$ cat src/rtl/fetch_ctrl.sv
// fetch_ctrl: instruction-fetch sequencing for the 16-bit pipelined MIPS core.
// Owns the program counter and decides, each cycle, whether IF/ID loads a
// fetched instruction, loads a bubble, or holds. It also keeps saturating
// fetch and stall performance counters.
module fetch_ctrl #(
  parameter int PC_W     = 4,
  parameter int PC_INC   = 1,
  parameter int RESET_PC = 0,
  parameter int CNT_W    = 16
) (
  input  logic             clk,
  input  logic             rst_n,
  input  logic             start,
  input  logic             halt_req,
  input  logic             ld_use_hazard,
  input  logic             redirect_valid,
  input  logic [PC_W-1:0]  redirect_pc,
  input  logic             imem_ready,
  output logic [PC_W-1:0]  pc,
  output logic [PC_W-1:0]  pcadd4,
  output logic             ifid_we,
  output logic             ifid_flush,
  output logic             running,
  output logic             halted,
  output logic [CNT_W-1:0] fetch_cnt,
  output logic [CNT_W-1:0] stall_cnt
);

  typedef enum logic [1:0] {
    ST_IDLE = 2'b00,
    ST_RUN  = 2'b01,
    ST_HALT = 2'b10
  } state_t;

  localparam logic [PC_W-1:0]  PC_INC_C   = PC_W'(PC_INC);
  localparam logic [PC_W-1:0]  RESET_PC_C = PC_W'(RESET_PC);
  localparam logic [CNT_W-1:0] CNT_MAX_C  = {CNT_W{1'b1}};
  localparam logic [CNT_W-1:0] CNT_ONE_C  = CNT_W'(1);

  state_t           state_r;
  state_t           state_nxt_s;
  logic [PC_W-1:0]  pc_r;
  logic [PC_W-1:0]  pc_nxt_s;
  logic [PC_W-1:0]  pc_inc_s;
  logic [CNT_W-1:0] fetch_cnt_r;
  logic [CNT_W-1:0] stall_cnt_r;
  logic             fetch_inc_s;
  logic             stall_inc_s;
  logic             we_s;
  logic             flush_s;

  // Sequential increment wraps naturally modulo 2^PC_W.
  assign pc_inc_s = pc_r + PC_INC_C;

  // Next-state, next-pc and IF/ID control; redirect outranks every other RUN case.
  always_comb begin
    state_nxt_s = state_r;
    pc_nxt_s    = pc_r;
    we_s        = 1'b1;
    flush_s     = 1'b1;
    fetch_inc_s = 1'b0;
    stall_inc_s = 1'b0;
    case (state_r)
      ST_IDLE, ST_HALT: begin
        if (start) begin
          state_nxt_s = ST_RUN;
        end else begin
          state_nxt_s = state_r;
        end
      end
      ST_RUN: begin
        if (redirect_valid) begin
          pc_nxt_s = redirect_pc;
        end else if (halt_req) begin
          state_nxt_s = ST_HALT;
        end else if (ld_use_hazard) begin
          we_s        = 1'b0;
          flush_s     = 1'b0;
          stall_inc_s = 1'b1;
        end else if (!imem_ready) begin
          stall_inc_s = 1'b1;
        end else begin
          pc_nxt_s    = pc_inc_s;
          flush_s     = 1'b0;
          fetch_inc_s = 1'b1;
        end
      end
      default: begin
        state_nxt_s = ST_IDLE;
      end
    endcase
  end

  // State and program counter registers.
  always_ff @(posedge clk or negedge rst_n) begin
    if (!rst_n) begin
      state_r <= ST_IDLE;
      pc_r    <= RESET_PC_C;
    end else begin
      state_r <= state_nxt_s;
      pc_r    <= pc_nxt_s;
    end
  end

  // Saturating performance counters: they stop at all-ones instead of wrapping.
  always_ff @(posedge clk or negedge rst_n) begin
    if (!rst_n) begin
      fetch_cnt_r <= '0;
      stall_cnt_r <= '0;
    end else begin
      if (fetch_inc_s && (fetch_cnt_r != CNT_MAX_C)) begin
        fetch_cnt_r <= fetch_cnt_r + CNT_ONE_C;
      end
      if (stall_inc_s && (stall_cnt_r != CNT_MAX_C)) begin
        stall_cnt_r <= stall_cnt_r + CNT_ONE_C;
      end
    end
  end

  assign pc         = pc_r;
  assign pcadd4     = pc_inc_s;
  assign ifid_we    = we_s;
  assign ifid_flush = flush_s;
  assign running    = (state_r == ST_RUN);
  assign halted     = (state_r == ST_HALT);
  assign fetch_cnt  = fetch_cnt_r;
  assign stall_cnt  = stall_cnt_r;

endmodule

$ cat config.mk
export PLATFORM = sky130hd
export DESIGN_NAME = fetch_ctrl
export DESIGN_NICKNAME = d
export VERILOG_FILES = /design/src/rtl/fetch_ctrl.sv
export SDC_FILE = /design/constraint.sdc
export NUM_CORES = 1
export LEC_CHECK = 0
export ABC_CLOCK_PERIOD_IN_PS = 2200
export BUFFER_PORTS_ARGS = -buffer_cell sky130_fd_sc_hd__buf_4
export CORE_MARGIN = 8
export CORE_UTILIZATION = 30
export CTS_CLUSTER_SIZE = 25
export DETAILED_ROUTE_END_ITERATION = 6
export GPL_ROUTABILITY_DRIVEN = 0
export PLACE_DENSITY = 0.5
export RECOVER_POWER = 25
export REMOVE_ABC_BUFFERS = 1
export SYNTH_ARGS = -nofsm -noshare
export SYNTH_HDL_FRONTEND = slang
export SYNTH_SLANG_ARGS = --single-unit
$ cat constraint.sdc
create_clock -name clk -period 2.2 [get_ports clk]
set_input_delay 0.11 -clock clk [delete_from_list [all_inputs] [get_ports clk]]
set_output_delay 0.11 -clock clk [all_outputs]
set_load 0.02 [all_outputs]
==> impl_results.md, run 1 <==
* Status: finished clean
* Pwr Total at 2.21 mW
* Slew headroom at 34.8%
* Final Skew at 7.94 ps
* Congestion Overflow GR at 0
* Mux share of post-synthesis cell area at between 4 and 5%
* Max Slew Vio Count at 0
* Peak supply drop at about 0.6 mV
* RSZ-0062 raised after global routing: false
* Post-synth EDFFs at 0
* Synth area leader: dfrtp_1
* Total of max-cap violations at 0
* Synthesized cell area at a little under 2000 um2
* DP HPWL at roughly 3700 um
* CTS Buf Count at 5
* Sum Neg Setup Slack at 0 ps
* Drc violations at 0
* Clock sinks at 38
* I/O pin total at 55
* Worst Tran Pin Value at roughly 980 ps
* Skew-Pair Late Insertion Delay at slightly below 300 ps
* Hold WC Path Type: input pin to register
* Hold path startpoint: redirect_pc[0]
* Leak at around 1.3 nW
* First-pass GRT wire length at approximately 8300 um
* Crit path required time at about 2400 ps
* Final setup vio count at 0
* CTS max path bufs at 2
* Number of diodes at 0
* Post-DRT Antenna Nets at 0
* Largest cells by area after synthesis: dfrtp_1 (49%), xor2_1 (8.1%), xnor2_1 (4.5%)
* CTS Root Cell: clkbuf_8
* Vias post-DR at between 1,500 and 2,000
* Largest net degree at the start of global routing at 39
* Layout fillers at around 650
* Die area at between 9000 and 10,000 um2
* Drt pass-1 iters at 4
* Initial antenna violation count at 0
* H-tree level count at 2
* Clock period minus final worst setup slack at about 2100 ps
* Main combinational cell family by area after synthesis: simple AND/OR/NAND/NOR gates
* Total of warnings raised by yosys at 0
* Worst setup SP type: register
* Tcrit/Tclk final at 97.4%
* Reg2reg start: state_r[1]
* Post-synthesis cell count at 187
* Total track usage at between 10% and 20%
* Drt via density at between 4 and 5
* Initial drt markers at between 60 and 70
* Register area share after synthesis at 49.0%
* Die height at around 96 um
* Share of the synthesized area in the top cell type at 49.0%
* TritonCTS clock tree: built
* Crit path launch: state_r[1]
* Fmax at 467 MHz
* Commonest cells after routing, fill and taps aside: buf_4 (62), dfrtp_1 (38), xor2_1 (18), nand2_1 (18), nand3_1 (16)
* Core ar. at 6310 um2
* Placed Area at about 2500 um2
* Final WL at between 4000 and 5000 um
* Initial core utilization at approximately 31%
* Most frequently used flop master after synthesis: dfrtp_1
* Fin cells at 335
* Synth cell types at 31
* Endpoints failing hold at 0
* Synth Area in Simple Gates at a little over a quarter
* Cell area after layout at around 2600 um2
* Core Rows at 29
* Compound-Gate Fraction of Synth Area at 4.06%
* Share of cells above drive strength 1 at between 30% and 40%
* Post-layout nets at 272
* Mean Syn Cell Area at between 10 and 15 um2
* CP Capture Type: register
* Setup CP Type: register to register
* Area delta synth->final at 34.0%
* WL per Instance at approximately 15 um
* Post-synthesis adder-cell area fraction at under 10%
* Synth Area in XOR/XNOR at about 13%
* Placed cell count at 327
* Pwr per Cell Area at ~850 nW/um2
* Number of global-route vias before repair at between 1,500 and 2,000
* Die X at a little under 100 um
* Flops & latches, synth at 38
* Critical path data arrival time at roughly 2300 ps
* IO Port Bufs at 54
* Ys async rst share at 100%
* Clock slew at reported path FFs at ~70 ps
* Commonest non-fill, non-tap cell in the layout: buf_4
* Critical path peak fanout at 4
==> Yosys cell counts (2+ instances only) <==
cell type   n
nor4b_1     3
nand2b_1    2
nand2_1    18
inv_1       4
xnor2_1    10
nor3b_1     3
dfrtp_1    38
and4_1      2
and3_1      3
nor2b_1     3
xor2_1     18
nor2_1      8
nor4_1     10
mux2_2      5
nand3_1    16
o21ai_0     7
ha_1        3
nand4_1    13
mux2i_1     4
nor3_1      6
==> layer usage <==
layer	up-vias	GRT usage [%]	wire (um)
li1	830	-	-
met1	768	15.5	2460
met2	36	15.8	2050
met3	5	3.86	309
met4	0	4.54	80
met5	-	0	0
==> what timing repair did <==
item	CTS	global route
gates resized for setup	0	1
hold buffers	1	0
endpoints found under the setup margin	0	2
endpoints found under the hold margin	38	0
buffers inserted	0	0
==> final cells by class <==
class / count / area, um2 / area share [%]
sequential: 38 / 951 / 36.6
clock buffer: 7 / 76.3 / 2.93
timing repair buffer: 64 / 480 / 18.5
tap: 77 / 96.3 / 3.70
inverter: 4 / 15.0 / 0.577
multi-input combinational: 145 / 982 / 37.8
==> through the flow <==
stage | hold WS [ps] | setup slack, ps | utilization, %
floorplan | -186 | 66.1 | -
detailed placement | 121 | 57.0 | 39.8
global route | 83.9 | 4.44 | 41.2
finish | 79.8 | 56.7 | 41.2
CTS | 69.0 | 47.9 | 41.1
global placement | 127 | 74.1 | 39.8
==> power by group <==
part | internal (mW) | switching [mW]
Combinational | 0.366 | 0.449
Clock | 0.218 | 0.234
Sequential | 0.806 | 0.141
Total | 1.39 | 0.825
==> state kept, by name, summed over array words and instances, names as in the netlist <==
signal and flops:
stall_cnt 16, pc 4, state_r 2, fetch_cnt 16
==> worst max-delay path: stages (launching register included) <==
cell and delay [ps]:
dfrtp_1 380, or4b_4 540, or4_4 580, nor3_2 190
mux2_2 350
==> worst paths after layout <==
check | to | slack (ps) | cells after the start
worst max-delay path | stall_cnt[14] | 60 | 4
worst min-delay path | pc[0] | 80 | 3
worst max register to register | stall_cnt[14] | 60 | 4
worst min register to register | stall_cnt[7] | 500 | 1
max in group asynchronous | stall_cnt[0] | 1080 | 2
min in group asynchronous | fetch_cnt[7] | 510 | 2
==> cell families (layout without fill, tap and decap cells) <==
group,after synthesis,count (layout)
muxes,9,9
buffers and inverters,4,75
DFF,38,38
and+or+nand+nor,92,92
xor gates and xnor gates,28,28
AOI/OAI and AO/OA,13,13
adders and majority gates,3,3
Power figures use the tool's default switching activity.
==> inputs of run 2 (changes only) <==
Settings changed: ABC_AREA set to 1, GPL_ROUTABILITY_DRIVEN 0 to unset, PLACE_DENSITY 0.5 to 0.48.
==> impl_results.md, run 2 <==
* Pwr per Cell Area at 974 nW/um2 (+14%)
* Clock share of power at 17.3% (-3.1 points)
* Worst Tran Pin Value at 960 ps (-17.8 ps)
* RSZ-0062 raised after global routing: false
* Ys async rst share at 100% (unchanged)
* Mean Syn Cell Area at 7.15 um2 (-31%)
* Share of cells above drive strength 1 at 23.6% (-6.6 points)
* Critical path endpoint: fetch_cnt[10]
* Skew-Pair Late Insertion Delay at 290 ps (about the same)
* Psw at 1.28 mW (+55%)
* Die height at 106 um (+9.9%)
* Peak supply drop at 0.484 mV (-18%)
* Commonest cells after routing, fill and taps aside: nand2_1 (140), buf_4 (53), dfrtp_1 (38)
* Total track usage at 11.4% (+0.13 points)
* Synthesized cell area at 2430 um2 (+25%)
* Crit path required time at 2430 ps (+60 ps)
* CTS max path bufs at 2 (unchanged)
* Fin cells at 503 (+50%)
* Total of warnings raised by yosys at 0 (unchanged)
* Post-synth EDFFs at 0 (unchanged)
* CTS Root Cell: clkbuf_8
* Number of global-route vias before repair at 2,229 (+30%)
* Synth cell types at 26 (-16%)
* Critical path peak fanout at 16 (+12)
* Clock slew at reported path FFs at 80 ps (about the same)
* Worst setup SP type: register
* Leak at 1.39 nW (+11%)
* WL per Instance at 12.1 um (-18%)
* Total of max-cap violations at 0 (unchanged)
* CP Capture Type: register
* Sequential cell area at 951 um2 (unchanged)
* Die X at 106 um (+9.9%)
* Final WL at 6070 um (+24%)
* DP HPWL at 4640 um (+26%)
* Clock sinks at 38 (unchanged)
* Drt via density at 4.46 (-8.8%)
* Clock period minus final worst setup slack at 1690 ps (-457 ps)
* Initial antenna violation count at 0 (unchanged)
* Initial drt markers at 116 (+84%)
* Internal Pwr Total at 1.67 mW (+20%)
* I/O pin total at 55 (unchanged)
* Area delta synth->final at 24.4%
* Post-layout nets at 411 (+51%)
* Drc violations at 0 (unchanged)
* Area of the multi-input gates at 1330 um2 (+35%)
* Die area at 11,200 um2 (+21%)
* IO Port Bufs at 54 (unchanged)
* Post-DRT Antenna Nets at 0 (unchanged)
* Combinational Power Share at 44.3% (+7.5 points)
* Critical path data arrival time at 1910 ps (-410 ps)
* R2r setup slk at 510 ps (+460 ps)
* Setup CP Type: register to register
* Placed cell count at 494 (+51%)
* Status: finished clean
* Tcrit/Tclk final at 76.6% (-21 points)
* Commonest non-fill, non-tap cell in the layout: nand2_1
* Max Slew Vio Count at 0 (unchanged)
* Initial core utilization at 30.2% (-0.55 points)
* Core ar. at 8050 um2 (+28%)
* Largest net degree at the start of global routing at 39 (unchanged)
* CTS Buf Count at 5 (unchanged)
* Switching share of power at 43.4% (+6.1 points)
* Hold WC Path Type: input pin to register
* Reg2reg start: fetch_cnt[0]
* Share of the synthesized area in the top cell type at 39.1% (-9.9 points)
* Placed Area at 2920 um2 (+16%)
* H-tree level count at 2 (unchanged)
* Congestion Overflow GR at 0 (unchanged)
* Endpoints failing hold at 0 (unchanged)
* Final setup vio count at 0 (unchanged)
* Layout fillers at 880 (+36%)
* Fmax at 593 MHz (+27%)
* Vias post-DR at 2,244 (+37%)
* Number of diodes at 0 (unchanged)
* Slew headroom at 36.0% (+1.2 points)
* Post-synth top cells: nand2_1 (140), dfrtp_1 (38), nor2_1 (34)
* Sum Neg Setup Slack at 0 ps (unchanged)
* Largest cells by area after synthesis: dfrtp_1 (39%), nand2_1 (22%), nor2_1 (5.2%)
* First-pass GRT wire length at 10,700 um (+28%)
* Core Rows at 33 (+14%)
* R2R Path End: fetch_cnt[10]
* Flop pwr share at 38.4% (-4.3 points)
* Synth area leader: dfrtp_1
* Post-synthesis cell count at 340 (+82%)
* Placer congestion estimate at approximately 0.76
* Crit path launch: fetch_cnt[0]
* TritonCTS clock tree: built
* Cell with the most instances after synthesis: nand2_1
* R2r worst-path depth at 8 (+4)
* Most frequently used flop master after synthesis: dfrtp_1
* Register area share after synthesis at 39.1% (-9.9 points)
* Final Skew at 12.9 ps (+4.96 ps)
* Drt pass-1 iters at 4 (unchanged)
* Flops & latches, synth at 38 (unchanged)
* Cell area after layout at 3030 um2 (+16%)
==> run 2: cell type report <==
cell class / instances / share of cell area, %
clock buffers: 6 / 2.73
clock inverters: 2 / 0.414
inverters: 29 / 3.60
multi-input cells: 268 / 43.8
flip-flops and latches: 38 / 31.4
well taps: 105 / 4.34
repair buffers: 55 / 13.6
==> run 2: worst min path at each step <==
stage,from,endpoint,slack (ps),cells after the start
after floorplan,rst_n,fetch_cnt[0],-190,0
after global placement,rst_n,fetch_cnt[15],120,1
after detailed placement,rst_n,pc[0],120,1
after CTS,redirect_pc[3],pc[3],90,3
after global routing,redirect_pc[2],pc[2],130,3
final,redirect_pc[3],pc[3],100,3
==> run 2: metal layers <==
metal / wire length, um / track usage [%] / part of all wire [%] / up-vias
li1: - / - / - / 1188
met1: 2860 / 14.1 / 47 / 1013
met2: 2850 / 19.1 / 47 / 38
met3: 325 / 3.45 / 5.4 / 5
met4: 41 / 2.71 / 0.68 / 0
met5: 0 / 0 / 0 / -
==> run 2: logic make-up (layout without fill, tap and decap cells) <==
logic type                 Yosys count  after routing  share of synthesized area [%]
AOI/OAI and AO/OA                   29             29                           7.72
xor gates and xnor gates            13             13                           4.68
adders and majority gates            3              3                           1.54
buffers and inverters               34             92                           6.38
and+or+nand+nor                    223            223                           40.6
DFF                                 38             38                           39.1
==> run 2: repair_timing <==
| action | 4_1_cts | 5_1_grt |
|---|---|---|
| hold buffers | 1 | 0 |
| endpoints found under the hold margin | 38 | 0 |
| gates resized for setup | 0 | 0 |
| setup buffers | 0 | 0 |
==> run 2: critical path, stage by stage (launching register included) <==
cell	delay, ps
dfrtp_1	460
ha_1	300
nand3_2	140
inv_2	50
nand2_2	110
nor2_4	60
nor2_4	310
nand2_1	120
o21ai_2	70
==> run 2: power groups by stage <==
stage / registers (mW) / clock network [mW] / logic [mW]
finish: 1.13 / 0.510 / 1.31
global route: 1.17 / 0.564 / 1.45
CTS: 1.13 / 0.534 / 1.33
detailed placement: 1.14 / 0 / 1.33
global placement: 1.15 / 0 / 1.32
floorplan: 1.28 / 0 / 0.614
==> run 2: per-stage QoR <==
step	worst slack [ps]	util [%]	hold slack (ps)	power (mW)
floorplan	653	-	-186	1.90
global route	320	37.6	132	3.19
detailed placement	490	36.3	125	2.47
CTS	466	37.6	89.2	3.00
global placement	483	36.3	124	2.46
finish	514	37.6	101	2.95
==> inputs of run 3 (changes only) <==
Settings changed: ABC_AREA 1 to 0, ABC_CLOCK_PERIOD_IN_PS 2200 to 1450, PLACE_DENSITY 0.48 to 0.5.
Clock period 2.2 ns to 1.45 ns, I/O delays scaled along.
==> impl_results.md, run 3 (synthesis results as in run 1) <==
* Area delta synth->final at 79.8%
* Reg2reg start: state_r[1]
* Drt via density at 4.89 (+9.5%)
* Layout fillers at 579 (-34%)
* Die X at 96.5 um (-9.0%)
* Commonest non-fill, non-tap cell in the layout: buf_4
* Vias post-DR at 1,950 (-13%)
* Initial drt markers at 43 (-63%)
* R2R Path End: stall_cnt[14]
* I/O pin total at 55 (unchanged)
* CTS Buf Count at 5 (unchanged)
* Post-layout nets at 337 (-18%)
* Congestion Overflow GR at 0 (unchanged)
* Tcrit/Tclk final at 132% (+55 points)
* R2r setup slk at -460 ps (-980 ps)
* Final WL at 6090 um (+0.33%)
* Number of global-route vias before repair at 2,056 (-7.8%)
* R2r worst-path depth at 4 (-4)
* Endpoints failing hold at 0 (unchanged)
* Number of diodes at 0 (unchanged)
* Leak at 1.67 nW (+20%)
* Fin cells at 399 (-21%)
* Critical path data arrival time at 2090 ps (+180 ps)
* Peak supply drop at 1.10 mV (+130%)
* First-pass GRT wire length at 9880 um (-7.5%)
* Crit path required time at 1620 ps (-810 ps)
* Final setup vio count at 34 (+34)
* Critical path peak fanout at 3 (-13)
* Placer congestion estimate at 0.818 (+8.1%)
* WL per Instance at 15.3 um (+26%)
* IO Port Bufs at 54 (unchanged)
* Status: finished, violations left
* Max Slew Vio Count at 0 (unchanged)
* RSZ-0062 raised after global routing: true
* Drt pass-1 iters at 4 (unchanged)
* Post-route setup slack at -463 ps (-977 ps)
* Core Rows at 29 (-12%)
* Placed cell count at 382 (-23%)
* Final Skew at 2.33 ps (-10.6 ps)
* Setup CP Type: register to register
* Worst Tran Pin Value at 995 ps (+34.8 ps)
* Area of the multi-input gates at 1330 um2 (+0.47%)
* CP Capture Type: register
* Fmax at 523 MHz (-12%)
* TritonCTS clock tree: built
* H-tree level count at 2 (unchanged)
* Clock period minus final worst setup slack at 1910 ps (+227 ps)
* Critical path endpoint: stall_cnt[14]
* Violated checks: setup timing
* Clock sinks at 38 (unchanged)
* Hold WC Path Type: input pin to register
* Post-DRT Antenna Nets at 0 (unchanged)
* Die height at 96.5 um (-9.0%)
* Worst setup SP type: register
* Slew headroom at 33.7% (-2.3 points)
* DP HPWL at 4180 um (-10%)
* Crit path launch: state_r[1]
* Pwr per Cell Area at 1110 nW/um2 (+14%)
* CTS max path bufs at 2 (unchanged)
* CTS Root Cell: clkbuf_8
* Clock slew at reported path FFs at 70 ps (about the same)
* Initial antenna violation count at 0 (unchanged)
* Total of max-cap violations at 0 (unchanged)
* Hold slack at 31.0 ps (-69.6 ps)
* Core ar. at 6310 um2 (-22%)
* Commonest cells after routing, fill and taps aside: buf_4 (115), dfrtp_1 (38), xor2_1 (17)
* Initial core utilization at 30.8% (+0.55 points)
* Share of cells above drive strength 1 at 54.7% (+31 points)
* Sequential cell area at 951 um2 (unchanged)
* Die area at 9300 um2 (-17%)
* Total track usage at 13.5% (+2.0 points)
* Skew-Pair Late Insertion Delay at 290 ps (about the same)
* Drc violations at 0 (unchanged)
* Largest net degree at the start of global routing at 39 (unchanged)
[run 3: worst max-delay path: stages (launching register included)]
cell     delay [ps]
dfrtp_1         380
or4b_4          490
or4_4           470
nor3_4          150
mux2_4          310
[run 3: repair_timing]
item,4_1_cts,5_1_grt
hold buffers,1,0
hold endpoints to repair,38,0
resized for setup,60,17
buffers inserted,5,6
pin swaps,35,19
setup endpoints to repair,34,35
[run 3: through the flow]
| step | instance area [um2] | utilization (%) | total power, mW | setup TNS, ps | worst slack, ps |
|---|---|---|---|---|---|
| global route | 3490 | 55.3 | 4.12 | -12610 | -516 |
| floorplan | 1940 | - | 2.11 | -12180 | -684 |
| CTS | 3380 | 53.5 | 3.85 | -9200 | -458 |
| detailed placement | 2920 | 46.3 | 2.95 | -14410 | -693 |
| global placement | 2920 | 46.3 | 2.93 | -13780 | -654 |
| finish | 3490 | 55.3 | 3.89 | -9350 | -463 |
[run 3: worst min path at each step]
stage,startpoint,to,slack (ps),cells past startpoint
after detailed placement,rst_n,fetch_cnt[1],80,1
after global placement,rst_n,fetch_cnt[0],80,1
after CTS,redirect_pc[0],pc[0],20,3
after floorplan,rst_n,fetch_cnt[0],-220,0
final,redirect_pc[0],pc[0],30,3
after global routing,redirect_pc[0],pc[0],30,3
[run 3: area by class of cell]
type | instances | share of cell area (%)
clock buffer | 6 | 2.37
inverter | 4 | 0.430
multi-input combinational | 145 | 38.2
sequential | 38 | 27.2
tap | 77 | 2.76
timing repair buffer | 129 | 29.0
[run 3: power breakdown]
group / internal, mW / switching [mW]
clock: 0.367 / 0.361
combinational: 0.886 / 0.925
sequential: 1.22 / 0.126
total: 2.48 / 1.41
[run 3: layer usage]
layer | routed length [um] | vias up | global-route usage [%]
li1 | - | 958 | -
met1 | 2740 | 939 | 17.0
met2 | 2970 | 46 | 21.9
met3 | 303 | 7 | 3.48
met4 | 85 | 0 | 4.54
met5 | 0 | - | 0
